<file path="src/rtl/codpri_arb.sv">
// Registered priority arbiter with sticky requests and a per-line mask.
// Fixed or rotating priority; the winner is held under a valid/ack handshake.
module codpri_arb #(
  parameter int N = 16
) (
  input  logic                 clock,
  input  logic                 reset,
  input  logic [N-1:0]         req,
  input  logic [N-1:0]         mask,
  input  logic                 mode,
  input  logic                 ack,
  output logic [$clog2(N)-1:0] y,
  output logic                 valid,
  output logic [N-1:0]         pending
);

  localparam int W = $clog2(N);

  typedef enum logic {
    IDLE,
    GRANT
  } state_t;

  state_t         r_state;
  state_t         w_state_nxt;
  logic [N-1:0]   r_pending;
  logic [N-1:0]   w_cand;
  logic [N-1:0]   w_clr;
  logic [W-1:0]   r_y;
  logic [W-1:0]   r_ptr;
  logic [W-1:0]   w_fix;
  logic [W-1:0]   w_rot;
  logic [W-1:0]   w_win;
  logic           w_any;
  logic           w_fire;
  logic           w_load;

  assign w_cand  = r_pending & ~mask;
  assign w_any   = |w_cand;
  assign w_fire  = (r_state == GRANT) & ack;
  assign w_load  = (r_state == IDLE) & w_any;
  assign w_clr   = w_fire ? ({{(N-1){1'b0}}, 1'b1} << r_y) : '0;
  assign w_win   = mode ? w_rot : w_fix;

  assign y       = r_y;
  assign valid   = (r_state == GRANT);
  assign pending = r_pending;

  // Fixed priority: highest set candidate index wins.
  always_comb begin
    w_fix = '0;
    for (int i = 0; i < N; i++) begin
      if (w_cand[i]) w_fix = W'(i);
    end
  end

  // Rotating priority: first candidate found scanning down from ptr, wrapping.
  always_comb begin : rot_search
    logic         found;
    logic [W:0]   idx;
    w_rot = '0;
    found = 1'b0;
    idx   = '0;
    for (int i = 0; i < N; i++) begin
      idx = {1'b0, r_ptr} + (W+1)'(N) - (W+1)'(i);
      if (idx >= (W+1)'(N)) idx = idx - (W+1)'(N);
      if (!found && w_cand[idx[W-1:0]]) begin
        w_rot = idx[W-1:0];
        found = 1'b1;
      end
    end
  end

  // Next-state logic for the grant handshake.
  always_comb begin
    w_state_nxt = r_state;
    unique case (r_state)
      IDLE:    if (w_any) w_state_nxt = GRANT;
      GRANT:   if (ack)   w_state_nxt = IDLE;
      default: w_state_nxt = IDLE;
    endcase
  end

  // State register.
  always_ff @(posedge clock or posedge reset) begin
    if (reset) r_state <= IDLE;
    else       r_state <= w_state_nxt;
  end

  // Sticky requests; a new request beats the clear of an accepted grant.
  always_ff @(posedge clock or posedge reset) begin
    if (reset) r_pending <= '0;
    else       r_pending <= (r_pending & ~w_clr) | req;
  end

  // Grant index captured when leaving IDLE, held otherwise.
  always_ff @(posedge clock or posedge reset) begin
    if (reset)       r_y <= '0;
    else if (w_load) r_y <= w_win;
  end

  // Served line drops to lowest rotating priority on acceptance.
  always_ff @(posedge clock or posedge reset) begin
    if (reset)       r_ptr <= W'(N-1);
    else if (w_fire) r_ptr <= (r_y == '0) ? W'(N-1) : r_y - W'(1);
  end

endmodule

</file>
<file path="config.mk">
export PLATFORM = sky130hd
export DESIGN_NAME = codpri_arb
export DESIGN_NICKNAME = d
export VERILOG_FILES = /design/src/rtl/codpri_arb.sv
export SDC_FILE = /design/constraint.sdc
export NUM_CORES = 1
export LEC_CHECK = 0
export ABC_CLOCK_PERIOD_IN_PS = 4920
export CORE_ASPECT_RATIO = 1.25
export CORE_UTILIZATION = 57
export DETAILED_ROUTE_END_ITERATION = 8
export GPL_TIMING_DRIVEN = 0
export PLACE_DENSITY = 0.91
export SLEW_MARGIN = 20
export SYNTH_ARGS = -nofsm -noshare
export SYNTH_HDL_FRONTEND = slang
export SYNTH_SLANG_ARGS = --single-unit
</file>
<file path="constraint.sdc">
create_clock -name clock -period 4.92 [get_ports clock]
set_input_delay 0.492 -clock clock [delete_from_list [all_inputs] [get_ports clock]]
set_output_delay 0.492 -clock clock [all_outputs]
set_load 0.05 [all_outputs]
</file>
# Word-level counts from Yosys, hierarchy flattened
# Index checks and enable logic that the tools add are counted.
word_totals:
  word_cells: 210
  out_inout_bits: 21
  ff_bits: 25
  input_bits: 36
classes:
  bitwise: 8
  shift: 1
  addsub: 33
  mux: 100
  reduce_logical: 32
  order_cmp: 32
ops:
  columns: ["operator", "count"]
  rows:
  - ["$mux 4", 47]
  - ["$ge 5x5->1 const B", 16]
  - ["$lt 4x5->1 const B", 16]
  - ["$sub 4x1->4 const B", 17]
  - ["$bmux 1 s4", 16]
  - ["$sub 5x4->5 const B", 8]
  - ["$mux 1", 34]
  - ["$and 16x16->16", 2]
  - ["$not 16->16", 2]
  - ["$sub 5x3->5 const B", 4]
  - ["$mux 16", 1]
  - ["$or 16x16->16", 1]
  - ["$reduce_or 16->1", 1]
  - ["$shl 1x4->16 const A", 1]
  - ["$logic_and 1x1->1", 15]
  - ["$logic_not 1->1", 15]
  - ["$sub 5x2->5 const B", 2]
  - ["$add 4x5->5 const B", 1]
  - ["$sub 5x1->5 const B", 1]
  - ["$logic_not 4->1", 1]
  - ["$and 1x1->1", 2]
  - ["$mux 2", 1]
  - ["$pmux 1 s2", 1]
  - ["$not 1->1", 1]

# Longest topological paths before layout
# Gate-level depths: netlist of run 1.
logic_depth:
  word_depth: 52
  ltp_mapped: 16
  mapped_depth_nobuf: 11

# Worst setup path before layout of run 1
# OpenSTA, ideal clock, no wires.
synth_timing:
  kind: "reg-to-reg"
  from: "register r_ptr[1]"
  to: "register r_y[0] (netlist: y[0])"
  path_stages_with_launch: 16
  required_time_ns: 4.819
  synth_period_minus_slack_ns: 4.440
  path_slack_ns: 0.480
  arrival_time_ns: 4.339
  setup_time_ns: 0.101
  path_buffers: 4
  cell_sequence: "dfstp_2 clkbuf_1 inv_1 buf_1 buf_1 ha_1 xor2_1 mux4_2 mux2i_1 mux2i_1 or4b_1 buf_2 nor3_4 a21boi_1 a2111oi_0 o32ai_1"
synth_between:
  elab_chain_cells: 52
  elab_cells_between_ends: 158
  classes_between: "add/sub: 32; order compare: 16; mux: 80; reduce/logical: 30"
synth_rtl:
  columns: ["item", "line", "rtl"]
  rows:
  - ["start, declared", "30", "logic [W-1:0] r_ptr;"]
  - ["start signal, assigned", "104", "if (reset) r_ptr <= W'(N-1);"]
  - ["start signal, assigned", "105", "else if (w_fire) r_ptr <= (r_y == '0) ? W'(N-1) : r_y - W'(1);"]
  - ["$add 4x5->5 (*)", "65", "idx = {1'b0, r_ptr} + (W+1)'(N) - (W+1)'(i);"]
  - ["parallel branches: the longest is 49 deep, another holds $sub 5x1->5", null, null]
  - ["$mux 4 (*)", "67", "if (!found && w_cand[idx[W-1:0]]) begin"]
  - ["$mux 4 (*)", "43", "assign w_win = mode ? w_rot : w_fix;"]
  - ["end signal, assigned", "99", "else if (w_load) r_y <= w_win;"]
  - ["end, declared", "29", "logic [W-1:0] r_y;"]
# Every way passes the cells marked *. The select of a mux whose other input is x is not followed.
# A chain may end at the register's enable or synchronous reset.

# Worst setup path after layout of run 1
# Ends and elaborated chain as after synthesis.

==> summary.txt, run 1 <==
Synth
  • Most common cell in the netlist: nor2_1
  • Synth cell types: 77
  • Synth Instances: 499
  • Sequential area share after synthesis: 0.148
  • Avg Cell Area, Syn: 8.54 µm²
  • Asr flop ratio synth: 1.00
  • Synth area leader: mux4_2
  • Yosys Warn Count: 0
  • Ranking of synthesized cells by area: mux4_2 (16%), dfrtp_1 (12%), mux2i_1 (4.7%)
  • Syn Nets: 548
  • Mapped Area: 4260 µm²
  • Post-synth EDFFs: 0
  • Top cell type's share of synthesized area: 0.159
  • Flops & latches, synth: 25
  • Commonest cells post-synth: nor2_1 (37), nand2_1 (34), mux4_2 (30), dfrtp_1 (21), o21ai_0 (21)
  • Top_reg_cell synth: dfrtp_1

CTS
  • Clock transition at path regs: 0.09 ns
  • CTS tree: built
  • Cts bufs inserted: 3
  • Clk buf depth: 2
  • Root buffer cell: clkbuf_8
  • Latest clock arrival within the worst-skew pair: 0.27 ns
  • CTS sink count: 25
  • H-tree level count: 1

Placed design
  • HPWL after DPL: 12400 µm
  • Cells after DPL: 644
  • Port buffer count: 55
  • GPL Wtd Cong: 1.02

Floorplan
  • # IOs: 57
  • Die height: 98.7 µm
  • Core ar.: 7100 µm²
  • FP Rows: 34
  • Initial core utilization: 0.600
  • Die Span X: 79.3 µm
  • Full die area: 7830 µm²

Timing
  • Final Hold Viols: 0
  • Slew headroom: 0.339
  • Max-slew violation count: 0
  • Fin crit share: 0.973
  • Min cycle time layout: 4.79 ns
  • Setup violators final: 0
  • Skew final: 0.00577 ns
  • Fmax: 0.209 GHz
  • Slew @ Worst Pin: 0.984 ns
  • RSZ-0062 raised after global routing: yes

Flow run
  • Max Cap Viol: 0

Global routing
  • Most used routing layer: met2
  • First-pass GRT wire length: 25300 µm
  • Grt ovf: 0
  • M2 GR Usage: 0.723
  • Met3 usage: 0.0620
  • All-Layer GR Usage: 0.426
  • Largest net degree at the start of global routing: 26
  • Initial antenna violation count: 0
  • Vias in the first global route: 4852
  • Met1 GRT Util: 0.506

Critical path
  • Reg2reg start: r_ptr[1]
  • Worst setup SP type: flop
  • Worst Path Max Fanout: 13
  • CP arrival: 4.96 ns
  • WS Path Type: reg -> reg
  • R2r setup slk: 0.13 ns
  • CP endpoint kind: flop
  • Reg2Reg Depth: 16
  • CP required: 5.10 ns
  • Critical R2R Capture: y[0]

Route
  • Residual DRC: 0
  • Post-Route WL: 16000 µm
  • Initial DRC Count: 587
  • Routed wire per std cell: 24.6 µm
  • 1st-pass router iterations: 5
  • Via count: 4837
  • Vias/cell: 7.45
  • Post-DRT Antenna Nets: 0

Min path
  • Min-delay worst type: reg -> reg
  • Hold EP: pending[2]
  • Hold wc startpoint: pending[2]
  • Cells on Worst Hold Path: 1

Final layout
  • Final #Nets: 609
  • Filler cell count: 563
  • Multi-input logic area: 3510 µm²
  • Ratio of cells with drive above 1 in the final layout: 0.148
  • Register area: 634 µm²
  • Inserted Diodes: 0
  • Fin cells: 649
  • Synth-to-Final Area Change: 19.6%

Outcome
  • Status: completed
==> worst max-delay path by stage <==
stage               cells after the start      from  slack [ns]  endpoint
global placement                       15  r_ptr[1]       -0.94      y[0]
floorplan                              15  r_ptr[1]        0.48      y[0]
detailed placement                     15  r_ptr[1]       -0.89      y[0]
global route                           15  r_ptr[1]       -0.01      y[0]
finish                                 16  r_ptr[1]        0.13      y[0]
CTS                                    14  r_ptr[1]        0.14      y[0]
==> layer usage <==
| layer | routed length [µm] | part of all wire | vias up |
|---|---|---|---|
| met5 | 0 | 0 | - |
| met4 | 1190 | 0.075 | 0 |
| met3 | 1440 | 0.090 | 116 |
| met2 | 7680 | 0.48 | 389 |
| met1 | 5660 | 0.35 | 2253 |
| li1 | - | - | 2079 |
==> worst max-delay path, stage by stage (launching register included) <==
cell and delay (ns):
dfstp_4 0.72, inv_1 0.11, buf_2 0.23, clkbuf_4 0.27, ha_2 0.42, inv_1 0.11
clkbuf_2 0.24, nor4_1 0.47, nor4_2 0.06, buf_4 0.17, mux2_2 0.31, or4_4 0.50
buf_6 0.15, nor3_4 0.28, a21boi_1 0.22, a2111oi_1 0.10, o32ai_1 0.30
==> stage by stage <==
step | hold WS (ns) | setup WS (ns) | utilization | cell area [µm²] | TNS [ns]
after floorplan | 0.516 | 0.480 | - | 4260 | 0
after global placement | 0.520 | -0.938 | 0.693 | 4920 | -3.50
after detailed placement | 0.536 | -0.890 | 0.693 | 4920 | -3.27
after CTS | 0.556 | 0.136 | 0.709 | 5040 | 0
after global routing | 0.583 | -0.0107 | 0.717 | 5100 | -0.0107
final | 0.556 | 0.132 | 0.717 | 5100 | 0
==> timing repair <==
item | in CTS | in global routing
pin swaps | 1 | 1
endpoints found under the setup margin | 4 | 4
resized for setup | 11 | 13
buffers inserted | 2 | 1
hold buffers | 0 | 0
hold endpoints to repair | 0 | 0
==> registers in the layout, indices dropped and copies added (netlist names) <==
name and count:
valid 1, pending 16, r_ptr 4, y 4
==> final cells by class <==
class,count,area share
tap,90,0.0221
inverter,16,0.0120
sequential,25,0.124
clock buffer,4,0.00884
buffer,28,0.0319
multi-input combinational,428,0.688
timing repair buffer,58,0.112
==> cells in the final DEF (no fill, tap or decap), types with 6 or more instances in the layout <==
master            n
a211oi_1          9
a21o_1           19
a21oi_1          17
a31oi_1           6
clkbuf_1          9
clkdlybuf4s50_1  55
dfrtp_1          21
ha_1             12
inv_1            13
mux2_2            6
mux2i_1          19
mux4_2           30
nand2_1          34
nand2b_1         20
nand3_1          14
nand4_1           7
nor2_1           37
nor2b_1          19
nor3_1           10
nor3b_1          10
nor4_1           11
o211ai_1          7
o21ai_0          21
o22ai_1          11
xnor2_1           7
==> kinds of logic (layout without fill, tap and decap cells) <==
logic type,count (synthesis),in the layout,share of synthesized area
buf+inv,46,106,0.0523
fa+ha+maj,13,13,0.0382
simple gates,205,205,0.273
mux,58,58,0.228
flops,25,25,0.148
compound gates,139,139,0.234
xor+xnor,13,13,0.0267
Power of run 1 is not shown: default switching activity piles up to over one toggle a cycle in this logic, so the estimate is an artifact.
==> inputs of run 2 (changes only) <==
Settings changed: ABC_AREA set to 1, CORE_UTILIZATION 57 to 54.
==> summary.txt, run 2 <==
Outcome
  • Status: completed

Route
  • Post-DRT Antenna Nets: 0
  • Initial DRC Count: 373
  • Residual DRC: 0
  • Vias/cell: 5.98
  • Post-Route WL: 10300 µm
  • Routed wire per std cell: 15.5 µm
  • 1st-pass router iterations: 7
  • Via count: 3968

Synth
  • Synth area leader: nand3_1
  • Synth Instances: 539
  • Ranking of synthesized cells by area: nand3_1 (21%), dfrtp_1 (17%), nand2_1 (16%)
  • Commonest cells post-synth: nand2_1 (137), nand3_1 (131), inv_1 (79), nor2_1 (43), o21ai_0 (26)
  • Avg Cell Area, Syn: 5.82 µm²
  • Post-synth EDFFs: 0
  • Most common cell in the netlist: nand2_1
  • Asr flop ratio synth: 1.00
  • Syn Nets: 588
  • Flops & latches, synth: 25
  • Synth cell types: 38
  • Mapped Area: 3140 µm²
  • Top_reg_cell synth: dfrtp_1
  • Sequential area share after synthesis: 0.201
  • Yosys Warn Count: 0
  • Top cell type's share of synthesized area: 0.209

CTS
  • Post-CTS setup buffer count: 0
  • Cts hold-fix bufs: 0
  • Latest clock arrival within the worst-skew pair: 0.28 ns
  • CTS sink count: 25
  • Cts bufs inserted: 3
  • Clk buf depth: 2
  • Post-CTS sizing: 0
  • CTS tree: built
  • Root buffer cell: clkbuf_8
  • H-tree level count: 1
  • Clock transition at path regs: 0.09 ns

Critical path
  • R2r setup slk: 0.78 ns
  • Reg2reg start: r_ptr[1]
  • Critical Path End: y[3]
  • Worst setup SP type: flop
  • CP endpoint kind: flop
  • CP max stage delay: 0.63 ns
  • Crit path buf inv count: 4
  • Slowest CP cell: dfstp_2
  • Number of cells on the critical path: 21
  • Cell mode on critical path: nand3_1
  • Sequence of cells on the critical path: inv_1 > buf_2 > ha_1 > inv_1 > clkbuf_1 > nand3_1 > nand3_1 > nand3_1 > nand2_4 > nand2_1 > nor2_2 > nand4_1 > nor2_2 > nand4_2 > nor2_2 > nand3_1 > nor2_1 > nor2_1 > nand3_1 > nand2_1 > a21oi_1
  • CP required: 5.12 ns
  • CP arrival: 4.34 ns
  • Worst Path Max Fanout: 13
  • Critical R2R Capture: y[3]
  • Reg2Reg Depth: 21
  • WS Path Type: reg -> reg
  • CP Launch Point: r_ptr[1]
  • Top delay family on crit path: simple AND/OR/NAND/NOR gates

Floorplan
  • Die height: 87.2 µm
  • Initial core utilization: 0.568
  • # IOs: 57
  • Die Span X: 70.2 µm
  • FP Rows: 30
  • Core ar.: 5520 µm²
  • Full die area: 6120 µm²

Placed design
  • Place WS: 0.925 ns
  • Cells after DPL: 659
  • GPL Wtd Cong: 0.978
  • HPWL after DPL: 8290 µm
  • Port buffer count: 56

Flow run
  • Max Cap Viol: 0

Final layout
  • Synth-to-Final Area Change: 21.9%
  • Fin cells: 663
  • Commonest non-fill, non-tap cell in the layout: nand2_1
  • Most frequent cells in the layout: nand2_1 (137), nand3_1 (131), inv_1 (79), clkdlybuf4s50_1 (56), nor2_1 (43)
  • Ratio of cells with drive above 1 in the final layout: 0.0618
  • Filler cell count: 463
  • Final #Nets: 649
  • Max reg flops: 16
  • Inserted Diodes: 0

Timing
  • Final Hold Viols: 0
  • Skew final: 0.00288 ns
  • Slew @ Worst Pin: 0.926 ns
  • Setup violators final: 0
  • Final TNS setup: 0 ns
  • Fmax: 0.241 GHz
  • Max-slew violation count: 0
  • Min cycle time layout: 4.14 ns
  • Worst setup margin: 0.776 ns
  • RSZ-0062 raised after global routing: no
  • Fin crit share: 0.842
  • Slew headroom: 0.382
  • Final hold slack: 0.609 ns

Min path
  • Min-delay worst type: reg -> reg
  • Hold wc startpoint: valid

Global routing
  • Grt ovf: 0
  • Initial antenna violation count: 0
  • Vias in the first global route: 3685
  • Largest net degree at the start of global routing: 26
  • All-Layer GR Usage: 0.348
  • First-pass GRT wire length: 16900 µm
[run 2: cell types whose count changed after synthesis, sizes merged, moves of 13 or more]
cell and delta:
inv +68, buf -13, nor4 -14, nand2 +105, nand3 +119, a21o -19, nor2b -19, mux4 -30
mux2i -21, nand2b -20
[run 2: cell families after synthesis]
group / after synthesis / share of synthesized area
and+or+nand+nor: 344 / 0.509
buffers and inverters: 93 / 0.114
AOI/OAI and AO/OA: 60 / 0.109
DFF: 25 / 0.201
adders and majority gates: 13 / 0.0519
xor gates and xnor gates: 4 / 0.0160
[run 2: area by class of cell]
class,count,area [µm²],share of cell area
multi-input combinational,421,2150,0.562
sequential,25,631,0.165
timing repair buffer,56,561,0.147
inverter,83,312,0.0815
tap,64,80.1,0.0209
buffer,10,45.0,0.0118
clock buffer,3,41.3,0.0108
clock inverter,1,5.00,0.00131
[run 2: worst min path at each step]
| stage | endpoint | slack, ns | cells past startpoint |
|---|---|---|---|
| after global placement | r_ptr[0] | 0.57 | 1 |
| final | valid | 0.61 | 2 |
| after detailed placement | r_ptr[0] | 0.58 | 1 |
| after global routing | pending[13] | 0.65 | 2 |
| after CTS | pending[14] | 0.61 | 2 |
| after floorplan | pending[0] | 0.52 | 1 |
[run 2: per-stage QoR]
step / util / cell area (µm²)
after global routing: 0.693 / 3820
after CTS: 0.693 / 3820
after floorplan: - / 3140
after detailed placement: 0.685 / 3780
final: 0.693 / 3820
after global placement: 0.685 / 3780
[run 2: worst min-delay path, delay by kind of cell (launching register included)]
family,cells,cell delay [ns]
flip-flops,1,0.41
buffers and inverters,1,0.08
AO/OA/AOI/OAI,1,0.09
[run 2: layer usage]
layer,up-vias,share of wire,global-route usage
met2,222,0.50,0.643
met3,51,0.069,0.0278
met1,1789,0.38,0.402
met4,0,0.051,0.175
met5,-,0,0
li1,1906,-,-
Power of run 2 is left out for the same reason.
==> inputs of run 3 (changes only) <==
Settings changed: ABC_CLOCK_PERIOD_IN_PS 4920 to 3610, CORE_UTILIZATION 54 to 49, PLACE_DENSITY 0.91 to 0.87.
Clock period 4.92 ns to 3.61 ns, I/O delays scaled along.
==> summary.txt, run 3 (synthesis gave the netlist of run 2 again) <==
Critical path
  • Cell mode on critical path: nand3_1
  • Worst setup SP type: flop
  • Number of cells on the critical path: 19
  • CP endpoint kind: flop
  • CP max stage delay: 0.57 ns
  • Crit path buf inv count: 4
  • Slowest CP cell: dfstp_2
  • Sequence of cells on the critical path: inv_1 > buf_6 > ha_4 > inv_2 > buf_8 > nand3_1 > nand3_1 > nand2_1 > o21ai_2 > nand4_1 > nor2_4 > nand4_4 > nor2_2 > nand3_1 > nor2_1 > nor2_1 > nand3_1 > nand2_1 > a21oi_1
  • CP required: 3.81 ns
  • Reg2Reg Depth: 19
  • Top delay family on crit path: simple AND/OR/NAND/NOR gates
  • WS Path Type: reg -> reg
  • CP arrival: 3.58 ns
  • Worst Path Max Fanout: 13

Timing
  • Max-slew violation count: 0
  • Setup violators final: 0
  • Slew @ Worst Pin: 0.904 ns
  • Fmax: 0.296 GHz
  • Worst setup margin: 0.229 ns
  • Fin crit share: 0.937
  • Skew final: 0.00508 ns
  • Min cycle time layout: 3.38 ns
  • Slew headroom: 0.397
  • Final Hold Viols: 0

Final layout
  • Core Util, Final: 0.656
  • Inserted Diodes: 0
  • Ratio of cells with drive above 1 in the final layout: 0.0926
  • Commonest non-fill, non-tap cell in the layout: nand2_1
  • Synth-to-Final Area Change: 28.9%
  • Most frequent cells in the layout: nand2_1 (136), nand3_1 (127), inv_1 (78), clkdlybuf4s50_1 (56), nor2_1 (43)
  • Final #Nets: 655
  • Max reg flops: 16
  • Fin cells: 690

Placed design
  • HPWL after DPL: 8670 µm
  • Port buffer count: 56
  • Cells after DPL: 680
  • GPL Wtd Cong: 0.953
  • Place WS: -0.488 ns

Global routing
  • First-pass GRT wire length: 17700 µm
  • All-Layer GR Usage: 0.338
  • Largest net degree at the start of global routing: 26
  • Vias in the first global route: 3902
  • Initial antenna violation count: 0
  • Grt ovf: 0

Floorplan
  • Initial core utilization: 0.509
  • FP Rows: 32
  • Core ar.: 6170 µm²
  • Die Span X: 73.6 µm
  • Die height: 91.5 µm
  • # IOs: 57
  • Full die area: 6730 µm²

Route
  • Post-DRT Antenna Nets: 0
  • Residual DRC: 0
  • Routed wire per std cell: 15.7 µm
  • 1st-pass router iterations: 5
  • Post-Route WL: 10900 µm
  • Vias/cell: 5.73
  • Initial DRC Count: 380
  • Via count: 3956

Outcome
  • Status: completed

Flow run
  • Max Cap Viol: 0

CTS
  • CTS sink count: 25
  • Latest clock arrival within the worst-skew pair: 0.27 ns
  • Clk buf depth: 2
  • CTS tree: built
  • Clock transition at path regs: 0.08 ns
  • Root buffer cell: clkbuf_8
  • Cts bufs inserted: 3
  • H-tree level count: 1

Min path
  • Min-delay worst type: in -> async
==> run 3: changes by cell type in the layout (fill, tap and decap cells not counted), moves of 3 or more <==
| cell | previous run | this run |
|---|---|---|
| clkbuf_1 | 4 | 1 |
| buf_4 | 0 | 10 |
| nand3_1 | 131 | 127 |
| buf_2 | 6 | 3 |
| nand3_2 | 1 | 5 |
==> run 3: cell type report <==
class / count / area [µm²]
multi-input cells: 421 / 2270
fillers: 604 / 2120
flip-flops and latches: 25 / 631
repair buffers: 64 / 621
inverters: 83 / 314
well taps: 85 / 106
plain buffers: 8 / 61.3
clock buffers: 4 / 45.0
==> run 3: worst register-to-register path: cells and delay by family, from the launching register on <==
kind	cells	cell delay (ns)
adder cells (fa/ha/maj)	1	0.25
buffers and inverters	4	0.53
AO/OA/AOI/OAI	2	0.40
flip-flops	1	0.57
AND/OR/NAND/NOR	12	1.56
==> run 3: final timing paths <==
path                            start     endpoint  slack (ns)
setup / recovery             r_ptr[1]         y[3]        0.23
hold / removal                  reset   pending[2]        0.58
setup reg to reg             r_ptr[1]         y[3]        0.23
hold reg to reg            pending[5]   pending[5]        0.60
max in group asynchronous       reset  pending[12]        2.47
min in group clock         pending[5]   pending[5]        0.60
==> run 3: metal layers <==
metal	part of all wire	global-route usage	up-vias
met1	0.38	0.372	1787
met2	0.50	0.609	198
li1	-	-	1915
met3	0.057	0.0311	56
met4	0.058	0.196	0
met5	0	0	-
==> run 3: metrics by stage <==
step	setup TNS [ns]	cell area, µm²	hold slack, ns
detailed placement	-1.92	3800	0.581
floorplan	0	3140	0.385
finish	0	4040	0.582
global placement	-1.44	3800	0.579
CTS	0	3920	0.598
global route	-0.0139	4040	0.628
==> run 3: what timing repair did <==
action                                  4_1_cts  5_1_grt
setup buffers                                 4        4
endpoints found under the setup margin        4        4
hold buffers                                  0        0
resized for setup                             9       27
endpoints found under the hold margin         0        0
pin swaps                                     2        8
Power of run 3 is left out for the same reason.
